### src/rtl/fd_fp_pkg.sv
// Shared constants for the binary32 adder datapath: packed-field positions,
// internal significand layout and the direction-bit index of the shift and
// exponent-adjust controls.
package fd_fp_pkg;

  localparam int SIGN_BIT = 31;
  localparam int EXP_HI   = 30;
  localparam int EXP_LO   = 23;
  localparam int FRAC_HI  = 22;
  localparam int FRAC_LO  = 0;

  localparam int SIG_W    = 27;
  localparam int CARRY    = 26;
  localparam int HIDDEN   = 25;

  localparam int DIR_BIT  = 8;

  // Expand a packed operand into the internal significand {0, hidden, frac, guard, sticky}.
  function automatic logic [SIG_W-1:0] unpack_sig(input logic [31:0] op);
    return {1'b0, |op[EXP_HI:EXP_LO], op[FRAC_HI:FRAC_LO], 2'b00};
  endfunction

endpackage

### src/rtl/fd_shifter.sv
// 27-bit bidirectional barrel shifter. Left shifts fill with zeros; right
// shifts fold every bit that falls off the bottom into bit 0 (sticky).
module fd_shifter import fd_fp_pkg::*; (
  input  logic [SIG_W-1:0] data,
  input  logic [7:0]       amount,
  input  logic             left,
  output logic [SIG_W-1:0] result
);

  logic [2*SIG_W-1:0] ext;
  logic               sticky;

  // Shift via a double-width window so the discarded bits stay visible for sticky.
  always_comb begin
    ext    = {data, {SIG_W{1'b0}}} >> amount;
    sticky = (amount >= 8'(SIG_W)) ? |data : |ext[SIG_W-1:0];
    if (left)
      result = data << amount;
    else
      result = ext[2*SIG_W-1:SIG_W] | {{(SIG_W-1){1'b0}}, sticky};
  end

endmodule

### src/rtl/fd_fp_adder.sv
// Binary32 floating-point adder datapath. All decisions come from an external
// controller through the sinal* inputs; two register stages (ALU result, then
// normalised result) produce the packed sum on resultado.
module fd_fp_adder import fd_fp_pkg::*; (
  input  logic             clock,
  input  logic             reset_n,
  input  logic [31:0]      operando_a,
  input  logic [31:0]      operando_b,
  input  logic             sinalMuxFP1,
  input  logic             sinalMuxFP2,
  input  logic             sinalMuxFP3,
  input  logic             sinalMuxFP4,
  input  logic             sinalMuxFP5,
  input  logic [7:0]       sinalShiftFract,
  input  logic [8:0]       sinalShiftRes,
  input  logic [8:0]       sinalIncOrDec,
  input  logic             sinalRound,
  output logic [7:0]       exp_dif,
  output logic [SIG_W-1:0] ula,
  output logic [SIG_W-1:0] round_fract,
  output logic [31:0]      resultado
);

  // Round-to-nearest-even on bit 3; a carry out of bit 26 saturates to 1<<26
  // so the controller can renormalise with one extra pass.
  function automatic logic [SIG_W-1:0] round_rne(input logic [SIG_W-1:0] s, input logic en);
    logic                inc;
    logic [SIG_W-3:0]    t;
    if (!en) return s;
    inc = s[2] & ((s[1:0] != 2'b00) | s[3]);
    t   = {1'b0, s[SIG_W-1:3]} + {{(SIG_W-3){1'b0}}, inc};
    if (t[SIG_W-3]) return {1'b1, {(SIG_W-1){1'b0}}};
    return {t[SIG_W-4:0], 3'b000};
  endfunction

  logic [7:0]       exp_a, exp_b, big_exp;
  logic             sign_a, sign_b, sign_x;
  logic [SIG_W-1:0] sig_a, sig_b, align_in, aligned;
  logic [SIG_W-1:0] path_a, path_b, alu_x, alu_y, alu;

  logic [SIG_W-1:0] ula_p1;
  logic [7:0]       exp_p1;
  logic             sign_p1;

  logic [SIG_W-1:0] norm_in, norm_out;
  logic [7:0]       exp_base, exp_next;

  logic [SIG_W-1:0] sig_p2;
  logic [7:0]       exp_p2;
  logic             sign_p2;

  assign exp_a   = operando_a[EXP_HI:EXP_LO];
  assign exp_b   = operando_b[EXP_HI:EXP_LO];
  assign sign_a  = operando_a[SIGN_BIT];
  assign sign_b  = operando_b[SIGN_BIT];
  assign sig_a   = unpack_sig(operando_a);
  assign sig_b   = unpack_sig(operando_b);
  assign exp_dif = exp_a - exp_b;

  assign align_in = sinalMuxFP1 ? sig_a : sig_b;

  fd_shifter u_align (
    .data   (align_in),
    .amount (sinalShiftFract),
    .left   (1'b0),
    .result (aligned)
  );

  assign path_a  = sinalMuxFP1 ? aligned : sig_a;
  assign path_b  = sinalMuxFP1 ? sig_b   : aligned;
  assign big_exp = sinalMuxFP1 ? exp_b   : exp_a;
  assign alu_x   = sinalMuxFP2 ? path_b  : path_a;
  assign alu_y   = sinalMuxFP3 ? path_b  : path_a;
  assign sign_x  = sinalMuxFP2 ? sign_b  : sign_a;
  assign alu     = (sign_a == sign_b) ? alu_x + alu_y : alu_x - alu_y;

  // Stage A: ALU result, exponent biased up one for the bit-26 target, sign.
  always_ff @(posedge clock or negedge reset_n) begin
    if (!reset_n) begin
      ula_p1  <= '0;
      exp_p1  <= '0;
      sign_p1 <= 1'b0;
    end else begin
      ula_p1  <= alu;
      exp_p1  <= big_exp + 8'd1;
      sign_p1 <= sign_x;
    end
  end

  assign ula         = ula_p1;
  assign round_fract = round_rne(sig_p2, sinalRound);
  assign norm_in     = sinalMuxFP4 ? round_fract : ula_p1;

  fd_shifter u_norm (
    .data   (norm_in),
    .amount (sinalShiftRes[7:0]),
    .left   (sinalShiftRes[DIR_BIT]),
    .result (norm_out)
  );

  assign exp_base = sinalMuxFP5 ? exp_p2 : exp_p1;
  assign exp_next = sinalIncOrDec[DIR_BIT] ? exp_base - sinalIncOrDec[7:0]
                                           : exp_base + sinalIncOrDec[7:0];

  // Stage B: normalised significand, adjusted exponent and sign.
  always_ff @(posedge clock or negedge reset_n) begin
    if (!reset_n) begin
      sig_p2  <= '0;
      exp_p2  <= '0;
      sign_p2 <= 1'b0;
    end else begin
      sig_p2  <= norm_out;
      exp_p2  <= exp_next;
      sign_p2 <= sign_p1;
    end
  end

  assign resultado = (sig_p2 == '0) ? 32'h0000_0000
                                    : {sign_p2, exp_p2, round_fract[CARRY-1:3]};

endmodule

### config.mk
export PLATFORM = sky130hd
export DESIGN_NAME = fd_fp_adder
export DESIGN_NICKNAME = d
export VERILOG_FILES = /design/src/rtl/fd_fp_pkg.sv /design/src/rtl/fd_shifter.sv /design/src/rtl/fd_fp_adder.sv
export SDC_FILE = /design/constraint.sdc
export NUM_CORES = 1
export LEC_CHECK = 0
export BUFFER_PORTS_ARGS = -buffer_cell sky130_fd_sc_hd__buf_2
export CORE_UTILIZATION = 46
export CTS_BUF_LIST = sky130_fd_sc_hd__clkbuf_4 sky130_fd_sc_hd__clkbuf_8
export DETAILED_ROUTE_END_ITERATION = 8
export PLACE_DENSITY = 0.67
export RECOVER_POWER = 100
export SYNTH_ARGS = -nofsm -noshare
export SYNTH_HDL_FRONTEND = slang
export SYNTH_HIERARCHICAL = 1
export SYNTH_SLANG_ARGS = --single-unit
### constraint.sdc
create_clock -name clock -period 5.5 [get_ports clock]
set_input_delay 1.1 -clock clock [delete_from_list [all_inputs] [get_ports clock]]
set_output_delay 1.1 -clock clock [all_outputs]
set_load 0.02 [all_outputs]
==> out/qor.csv, run 1 <==
stage,metric,value,unit
critical_path,r2r_start,sig_p2[2],
timing,rsz0062_at_grt,true,
timing,setup_ws,-1200,ps
power_and_ir_drop,peakVddDrop,0.287,mV
critical_path,startpoint,sinalMuxFP1,
power_and_ir_drop,p_sw,2.24,mW
global_routing,grt.total_usage,37.7,%
final_layout,final_util,61.3,%
detailed_routing,dr_total_vias,18400,
placed_design,dp.final_hpwl,54.7,mm
power_and_ir_drop,power_frac_clock,9.2,%
timing,hold_violations,0,
clock_tree,hold_buffers,0,
detailed_routing,drc,0,
synth,netlist_instances,1935,
status,violations,"capacitance limit, slew limit, setup timing",
clock_tree,clockRootBuffer,clkbuf_8,
detailed_routing,drtIter0Drc,1957,
status,status,finished with violations,
detailed_routing,post_drt_via_cell_ratio,6.38,
power_and_ir_drop,p_comb_share,73.5,%
hold_path,worstHoldStart,sign_p1,
timing,max_freq,0.149,GHz
synth,async_flop_share,100,%
global_routing,grt_pass1_wl,103,mm
job,cap_viol_max_count,2,
synth,avgSynthCellArea,8.09,sq um
synth,synth_edf_count,0,
final_layout,mostFrequentLayoutCell,buf_4,
final_layout,fillers,3076,
timing,worst_pin_slew,3680,ps
critical_path,critPathKind,in2reg,
final_layout,mostFrequentLayoutCells,"buf_4, mux2i_1, buf_2",
clock_tree,cts_tree,done,
clock_tree,clockBufferDepth,2,
critical_path,r2r_end,sig_p2[0],
floorplanning,core.rowCount,67,
hold_path,min_to,sign_p2,
floorplanning,initial_core_util,46.7,%
placed_design,portBuffers,191,
timing,finalSetupViolations,21,
placed_design,pre_cts_ws,-1810,ps
timing,timing.hold.ws,434,ps
timing,slew_headroom,-145,%
floorplanning,io_pins,192,
clock_tree,cts_sinks,72,
floorplanning,fp.dieW,186,microns
global_routing,grt_max_degree,76,
synth,syn_area,0.0157,sq mm
floorplanning,fp.dieH,186,microns
floorplanning,die_area,0.0348,sq mm
clock_tree,path_clk_slew,80,ps
final_layout,area_growth_syn_to_layout,31.3,%
hold_path,hold_path.class,reg2reg,
clock_tree,clock_latency,360,ps
synth,seq_area_frac_synth,11.5,%
global_routing,antenna_found_initial,2,
timing,setup_tns,-15230,ps
detailed_routing,wl_per_cell,23.6,microns
floorplanning,core,0.0335,sq mm
critical_path,crit_required,5740,ps
detailed_routing,first_pass_iters,5,
timing,finalMaxSlewViolations,112,
global_routing,grt_pass1_vias,17300,
synth,ys_ff_latch,72,
critical_path,cp-start-kind,primary input,
clock_tree,cts-htree-levels,3,
critical_path,critPathMaxFanout,4,
global_routing,grt_overflow,0,
critical_path,crit_arrival,6950,ps
timing,post-route-period-util,122,%
power_and_ir_drop,power.internal,2.37,mW
hold_path,whs_path_depth,0,
critical_path,end_kind,flop,
critical_path,reg2reg_depth,20,
power_and_ir_drop,p_per_area,224,mW/mm^2
timing,finalClockSkew,11.8,ps
critical_path,r2r_slack,610,ps
final_layout,drive_above_1_share,37.5,%
power_and_ir_drop,p_leak,9.10,nW
synth,synthFlopType,dfrtp_1,
placed_design,gp_congestion,1.03,
final_layout,nets,2577,
synth,ys_types,87,
synth,yosys_warnings,6,
power_and_ir_drop,p_seq_share,17.3,%
clock_tree,numCtsBuffers,9,
timing,timing.final.crit_period,6700,ps
detailed_routing,wirelength,68.0,mm
detailed_routing,ant_nets,0,
power_and_ir_drop,switching_share,48.6,%
-- layer usage --
metal / GRT usage (%) / up-vias / part of all wire, %
met2: 59.9 / 1005 / 45
met1: 52.3 / 8921 / 43
met5: 0 / - / 0
met3: 5.12 / 131 / 8.9
li1: - / 8323 / -
met4: 13.4 / 0 / 3.5
-- cell usage after synthesis, types with 8 or more instances --
| cell type | instances | area [sq um] |
|---|---|---|
| mux2i_1 | 168 | 1680 |
| nand2_1 | 136 | 510 |
| nor2_1 | 136 | 510 |
| a21oi_1 | 117 | 586 |
| o21ai_0 | 103 | 515 |
| mux2_2 | 102 | 1150 |
| clkbuf_1 | 75 | 282 |
| dfrtp_1 | 72 | 1800 |
| mux4_2 | 70 | 1580 |
| o22ai_1 | 68 | 425 |
| nand3_1 | 67 | 335 |
| xnor2_1 | 67 | 587 |
| inv_1 | 64 | 240 |
| a211oi_1 | 63 | 473 |
| nor2b_1 | 54 | 338 |
| ha_1 | 48 | 601 |
| buf_2 | 47 | 235 |
| xor2_1 | 37 | 324 |
| nor3_1 | 35 | 175 |
| a31oi_1 | 29 | 181 |
| nand2b_1 | 29 | 181 |
| nor4_1 | 26 | 163 |
| and3_1 | 20 | 125 |
| buf_1 | 18 | 67.6 |
| buf_6 | 17 | 191 |
| a311oi_1 | 16 | 140 |
| nand4_1 | 15 | 93.8 |
| o22a_1 | 14 | 123 |
| or2_2 | 14 | 87.6 |
| a21o_1 | 12 | 90.1 |
| buf_4 | 11 | 82.6 |
| a32oi_1 | 10 | 87.6 |
| o211ai_1 | 10 | 75.1 |
| a22o_1 | 8 | 70.1 |
| and2_1 | 8 | 50.1 |
| mux2i_4 | 8 | 180 |
| o21a_1 | 8 | 60.1 |
-- cell type report --
class | count | area, sq um | share of cell area (%)
antenna | 2 | 5.00 | 0.0244
clock buffer | 11 | 145 | 0.706
clock inverter | 5 | 56.3 | 0.274
inverter | 68 | 255 | 1.24
multi-input combinational | 1636 | 13200 | 64.5
sequential | 72 | 1800 | 8.77
tap | 448 | 561 | 2.73
timing repair buffer | 641 | 4480 | 21.8
-- logic make-up (layout without fill, tap and decap cells) --
| logic type | after synthesis | in the layout | share of synthesized area, % |
|---|---|---|---|
| buffers and inverters | 240 | 725 | 7.53 |
| DFF | 72 | 72 | 11.5 |
| muxes | 349 | 349 | 29.4 |
| and+or+nand+nor | 573 | 573 | 18.3 |
| AOI/OAI and AO/OA | 545 | 545 | 23.2 |
| other | 1 | 16 | 0.0240 |
| adders and majority gates | 51 | 51 | 4.22 |
| xor gates and xnor gates | 104 | 104 | 5.82 |
-- power groups by stage --
| stage | Combinational, mW | Sequential [mW] | Clock [mW] |
|---|---|---|---|
| 2_1_floorplan | 1.85 | 0.847 | 0 |
| 3_3_place_gp | 3.08 | 0.802 | 0 |
| 3_5_place_dp | 3.13 | 0.801 | 0 |
| 4_1_cts | 3.23 | 0.789 | 0.435 |
| 5_1_grt | 3.56 | 0.801 | 0.454 |
| 6_report | 3.38 | 0.796 | 0.424 |
-- timing repair --
| item | 4_1_cts | 5_1_grt |
|---|---|---|
| gates resized for setup | 62 | 27 |
| pin swaps | 15 | 25 |
| endpoints found under the hold margin | 0 | 0 |
| buffers inserted | 12 | 15 |
| endpoints found under the setup margin | 22 | 23 |
-- registers in the layout (all words and copies together), names as in the netlist --
name and cells:
exp_p2 8, exp_p1 8, sign_p2 1, sig_p2 27, ula 27, sign_p1 1
-- stage by stage --
step / std cells / power (mW) / instance area (sq um)
final: 2883 / 4.60 / 20500
after global routing: 2883 / 4.82 / 20500
after CTS: 2868 / 4.46 / 20400
after detailed placement: 2840 / 3.93 / 19800
after global placement: 2840 / 3.88 / 19800
after floorplan: 1948 / 2.70 / 16000
-- how the worst max path moves through the flow --
stage / endpoint / cells past startpoint / slack, ps
after floorplan: ula[26] / 29 / -1580
after global placement: ula[26] / 23 / -1690
after detailed placement: ula[26] / 23 / -1810
after CTS: ula[26] / 24 / -1100
after global routing: ula[24] / 26 / -1330
final: ula[26] / 24 / -1200
-- worst max-delay path: stages --
cell      delay (ps)
buf_12           110
buf_6            110
mux2_4           340
buf_6            130
mux4_2           470
a22oi_2          260
o41a_1           200
o211ai_1         120
o21a_1           150
o41a_1           390
o41a_1           550
o21a_1           230
and3b_2          270
nand2_4           90
o41ai_4          230
xnor2_1          110
ha_1             340
a21o_1           200
a221oi_4         280
o21ai_1           90
a32o_2           250
or4b_4           500
a311o_1          290
xnor2_1          130
Note: power is estimated with default switching activity, not from simulation.
==> inputs of run 2 (changes only) <==
--- a/config.mk
+++ b/config.mk
@@ -6,10 +6,12 @@
 export NUM_CORES = 1
 export LEC_CHECK = 0
 export BUFFER_PORTS_ARGS = -buffer_cell sky130_fd_sc_hd__buf_2
+export CELL_PAD_IN_SITES_DETAIL_PLACEMENT = 1
+export CELL_PAD_IN_SITES_GLOBAL_PLACEMENT = 1
 export CORE_UTILIZATION = 46
 export CTS_BUF_LIST = sky130_fd_sc_hd__clkbuf_4 sky130_fd_sc_hd__clkbuf_8
 export DETAILED_ROUTE_END_ITERATION = 8
-export PLACE_DENSITY = 0.67
+export PLACE_DENSITY = 0.85
 export RECOVER_POWER = 100
 export SYNTH_ARGS = -nofsm -noshare
 export SYNTH_HDL_FRONTEND = slang
==> run 2 against run 1 <==
  * The run now fails in global routing (5_1_grt)
  * Synthesized cell count did not move
  * Area after synthesis did not move
==> out/qor.csv, run 2 <==
stage,metric,value,unit,change
global_routing,grt_max_degree,73,,
synth,yosys_warnings,6,,unchanged
status,status,stopped before the end,,was finished with violations
placed_design,portBuffers,191,,unchanged
synth,synth_area_leader_cell,dfrtp_1,,unchanged
synth,async_flop_share,100,%,unchanged
placed_design,pre_cts_ws,-1870,ps,was -1810 ps
synth,synth_edf_count,0,,unchanged
timing,grt-worst-endpoint,ula[26]$_DFF_PN0_/D,,
clock_tree,clockBufferDepth,2,,unchanged
clock_tree,cts-htree-levels,3,,unchanged
synth,yosys.cell_count.top_type,mux2i_1,,unchanged
synth,synthTopCellsByCount,"mux2i_1, nand2_1, nor2_1, a21oi_1, o21ai_0",,unchanged
clock_tree,cts_sinks,72,,unchanged
floorplanning,fp.dieW,186,microns,unchanged
status,firstError,[ERROR GRT-0232] Routing congestion too high. Check the congestion heatmap in the GUI.,,
clock_tree,clockRootBuffer,clkbuf_8,,unchanged
synth,ys_types,87,,unchanged
synth,avgSynthCellArea,8.09,sq um,unchanged
floorplanning,initial_core_util,46.7,%,unchanged
global_routing,grt.total_usage,80.8,%,
clock_tree,numCtsBuffers,9,,unchanged
synth,synth_area_leaders,"dfrtp_1, mux2i_1, mux4_2",,unchanged
status,stop_stage,global routing (5_1_grt),,
placed_design,gp_congestion,1.05,,was 1.03
synth,seq_area_frac_synth,11.5,%,unchanged
synth,netlist_instances,1935,,unchanged
floorplanning,fp.dieH,186,microns,unchanged
synth,synth.top_cell.area_share,11.5,%,unchanged
floorplanning,io_pins,192,,unchanged
floorplanning,core.rowCount,67,,unchanged
placed_design,numPlacedInstances,2854,,"was 2,840"
synth,syn_area,0.0157,sq mm,unchanged
placed_design,placed_area,0.0199,sq mm,was 0.0198 sq mm
timing,endpoint_type,register input,,
clock_tree,hold_buffers,0,,unchanged
placed_design,dp.final_hpwl,66.9,mm,was 54.7 mm
synth,synthFlopType,dfrtp_1,,unchanged
global_routing,grt_overflow,8,,
synth,ys_ff_latch,72,,unchanged
[run 2: logic make-up after synthesis]
logic type	count (synthesis)	synth area share, %
simple gates	573	18.3
compound gates	545	23.2
mux	349	29.4
buf+inv	240	7.53
xor+xnor	104	5.82
flops	72	11.5
fa+ha+maj	51	4.22
other cells	1	0.0240
[run 2: repair_timing]
item / 4_1_cts
buffers inserted: 61
pin swaps: 51
endpoints found under the setup margin: 25
gates cloned: 2
gates resized for setup: 133
[run 2: metrics by stage]
stage	hold WS [ps]	setup TNS (ps)
2_1_floorplan	331	-17720
3_3_place_gp	336	-21870
3_5_place_dp	376	-29670
4_1_cts	386	-13370
[run 2: per-layer routing]
layer	track usage [%]	overflow
met5	44.8	0
met4	82.8	2
met3	67.7	2
met2	95.1	4
met1	79.7	0
==> inputs of run 3 (changes only) <==
--- a/config.mk
+++ b/config.mk
@@ -6,12 +6,9 @@
 export NUM_CORES = 1
 export LEC_CHECK = 0
 export BUFFER_PORTS_ARGS = -buffer_cell sky130_fd_sc_hd__buf_2
-export CELL_PAD_IN_SITES_DETAIL_PLACEMENT = 1
-export CELL_PAD_IN_SITES_GLOBAL_PLACEMENT = 1
-export CORE_UTILIZATION = 46
-export CTS_BUF_LIST = sky130_fd_sc_hd__clkbuf_4 sky130_fd_sc_hd__clkbuf_8
+export CORE_UTILIZATION = 40
 export DETAILED_ROUTE_END_ITERATION = 8
-export PLACE_DENSITY = 0.85
+export PLACE_DENSITY_LB_ADDON = 0.15
 export RECOVER_POWER = 100
 export SYNTH_ARGS = -nofsm -noshare
 export SYNTH_HDL_FRONTEND = slang
==> run 3 against run 2 <==
  * The flow now finishes, with violations (capacitance limit, slew limit, setup timing)
==> out/qor.csv, run 3 (synthesis gave the netlist of run 1 again) <==
stage,metric,value,unit,change
clock_tree,numCtsBuffers,9,,unchanged
clock_tree,cts_tree,done,,
critical_path,critPathKind,in2reg,,
clock_tree,clockBufferDepth,2,,unchanged
timing,hold_violations,0,,
timing,timing.final.crit_period,6680,ps,
power_and_ir_drop,p_seq_share,16.2,%,
critical_path,crit_required,5710,ps,
hold_path,min_to,sign_p2,,
clock_tree,path_clk_slew,50,ps,
floorplanning,fp.dieH,200,microns,was 186 microns
floorplanning,initial_core_util,40.5,%,was 46.7%
timing,setup_tns,-16460,ps,
timing,worst_pin_slew,3630,ps,
critical_path,crit_arrival,6900,ps,
final_layout,multi_input_area,0.0135,sq mm,
global_routing,grt_overflow,0,,
power_and_ir_drop,p_sw,2.27,mW,
power_and_ir_drop,p_leak,9.41,nW,
final_layout,mostFrequentLayoutCells,"buf_4, mux2i_1, nand2_1",,
final_layout,mostFrequentLayoutCell,buf_4,,
final_layout,seqCellArea,0.00180,sq mm,
floorplanning,io_pins,192,,unchanged
power_and_ir_drop,power_frac_clock,12.3,%,
clock_tree,clock_latency,340,ps,
placed_design,placed_area,0.0202,sq mm,was 0.0199 sq mm
critical_path,end_kind,flop,,
critical_path,critPathMaxFanout,10,,
timing,max_freq,0.150,GHz,
timing,slew_headroom,-142,%,
global_routing,grt_pass1_wl,105,mm,
status,violations,"capacitance limit, slew limit, setup timing",,
final_layout,nets,2657,,
timing,rsz0062_at_grt,true,,
critical_path,reg2reg_depth,20,,
floorplanning,core,0.0386,sq mm,
timing,timing.hold.ws,346,ps,
final_layout,n_antenna_cell,0,,
final_layout,area_growth_syn_to_layout,38.1,%,
final_layout,final_util,56.0,%,
hold_path,hold_path.class,reg2reg,,
clock_tree,cts_sinks,72,,unchanged
critical_path,r2r_end,sig_p2[0],,
global_routing,antenna_found_initial,1,,
placed_design,dp.final_hpwl,56.8,mm,was 66.9 mm
floorplanning,fp.dieW,200,microns,was 186 microns
status,status,finished with violations,,was stopped before the end
timing,post-route-period-util,121,%,
placed_design,numPlacedInstances,2950,,"was 2,854"
detailed_routing,post_drt_via_cell_ratio,6.10,,
power_and_ir_drop,peakVddDrop,0.150,mV,
detailed_routing,dr_total_vias,18500,,
timing,finalSetupViolations,21,,
final_layout,drive_above_1_share,38.1,%,
final_layout,fillers,3628,,
global_routing,grt.total_usage,34.6,%,
critical_path,r2r_slack,-200,ps,
clock_tree,cts-htree-levels,3,,unchanged
global_routing,grt_pass1_vias,17800,,
critical_path,r2r_start,sig_p2[2],,
detailed_routing,ant_nets,0,,
global_routing,grt_max_degree,73,,
final_layout,post-route-cell-area,0.0216,sq mm,
timing,setup_ws,-1180,ps,
timing,finalMaxSlewViolations,73,,
detailed_routing,wl_per_cell,23.3,microns,
floorplanning,core.rowCount,72,,was 67
power_and_ir_drop,power.internal,2.64,mW,
placed_design,portBuffers,191,,unchanged
power_and_ir_drop,switching_share,46.2,%,
hold_path,worstHoldStart,sign_p1,,
power_and_ir_drop,p_comb_share,71.5,%,
placed_design,gp_congestion,1.01,,was 1.05
critical_path,cp-start-kind,primary input,,
final_layout,finalNonFillerCells,3030,,
detailed_routing,drtIter0Drc,1759,,
hold_path,whs_path_depth,0,,
power_and_ir_drop,p_per_area,227,mW/mm^2,
job,cap_viol_max_count,1,,
floorplanning,die_area,0.0399,sq mm,
detailed_routing,drc,0,,
detailed_routing,first_pass_iters,6,,
timing,finalClockSkew,6.06,ps,
clock_tree,clockRootBuffer,clkbuf_16,,was clkbuf_8
detailed_routing,wirelength,70.5,mm,
## run 3: power groups by stage
stage          Sequential (mW)  Clock, mW  Combinational, mW
2_1_floorplan            0.847          0               1.85
3_3_place_gp             0.795          0               3.15
3_5_place_dp             0.795          0               3.17
4_1_cts                  0.785      0.619               3.38
5_1_grt                  0.804      0.640               3.72
6_report                 0.798      0.605               3.51
## run 3: worst max path at each step
| stage | endpoint | from | cells past startpoint |
|---|---|---|---|
| 2_1_floorplan | ula[26] | sinalMuxFP1 | 29 |
| 3_3_place_gp | ula[26] | sinalMuxFP1 | 27 |
| 3_5_place_dp | ula[26] | sinalMuxFP1 | 27 |
| 4_1_cts | ula[26] | sinalMuxFP1 | 23 |
| 5_1_grt | ula[26] | sinalMuxFP1 | 23 |
| 6_report | ula[26] | sinalMuxFP1 | 24 |
## run 3: final cells by class
class / count / share of cell area [%]
inverter: 68 / 1.18
clock buffer: 10 / 1.06
clock inverter: 5 / 0.382
multi-input combinational: 1636 / 62.5
sequential: 72 / 8.33
timing repair buffer: 721 / 23.5
tap: 518 / 3.00
## run 3: per-stage QoR
stage               power, mW  worst slack [ps]
floorplan                2.70             -1580
global placement         3.94             -1980
detailed placement       3.97             -1940
CTS                      4.78             -1070
global route             5.17             -1290
finish                   4.91             -1180
## run 3: per-layer routing
metal	part of all wire, %	global-route usage, %
met1	41	43.7
met3	8.0	5.19
met5	0.017	0
met2	46	56.6
met4	5.8	19.3
## run 3: timing repair
item                                    CTS  global route
gates resized for setup                 110            60
setup buffers                            54            17
endpoints found under the setup margin   23            24
gates cloned                              2             0
endpoints found under the hold margin     0             0
hold buffers                              0             0
pin swaps                                50            26
## run 3: worst max-delay path, stage by stage
cell      delay (ps)
buf_16           130
mux2_4           360
buf_12           150
mux2i_1          280
mux2i_1          150
a211oi_2         350
o32ai_2          160
nand2b_4         190
nor4_4           270
a32oi_1          140
o41a_1           550
o21a_1           250
and3b_2          280
nand2_4           80
o41ai_4          240
xnor2_1          120
ha_1             320
a21o_1           190
a221oi_4         300
o21ai_1           90
a32o_2           250
or4b_4           500
a311o_1          290
xnor2_1          130
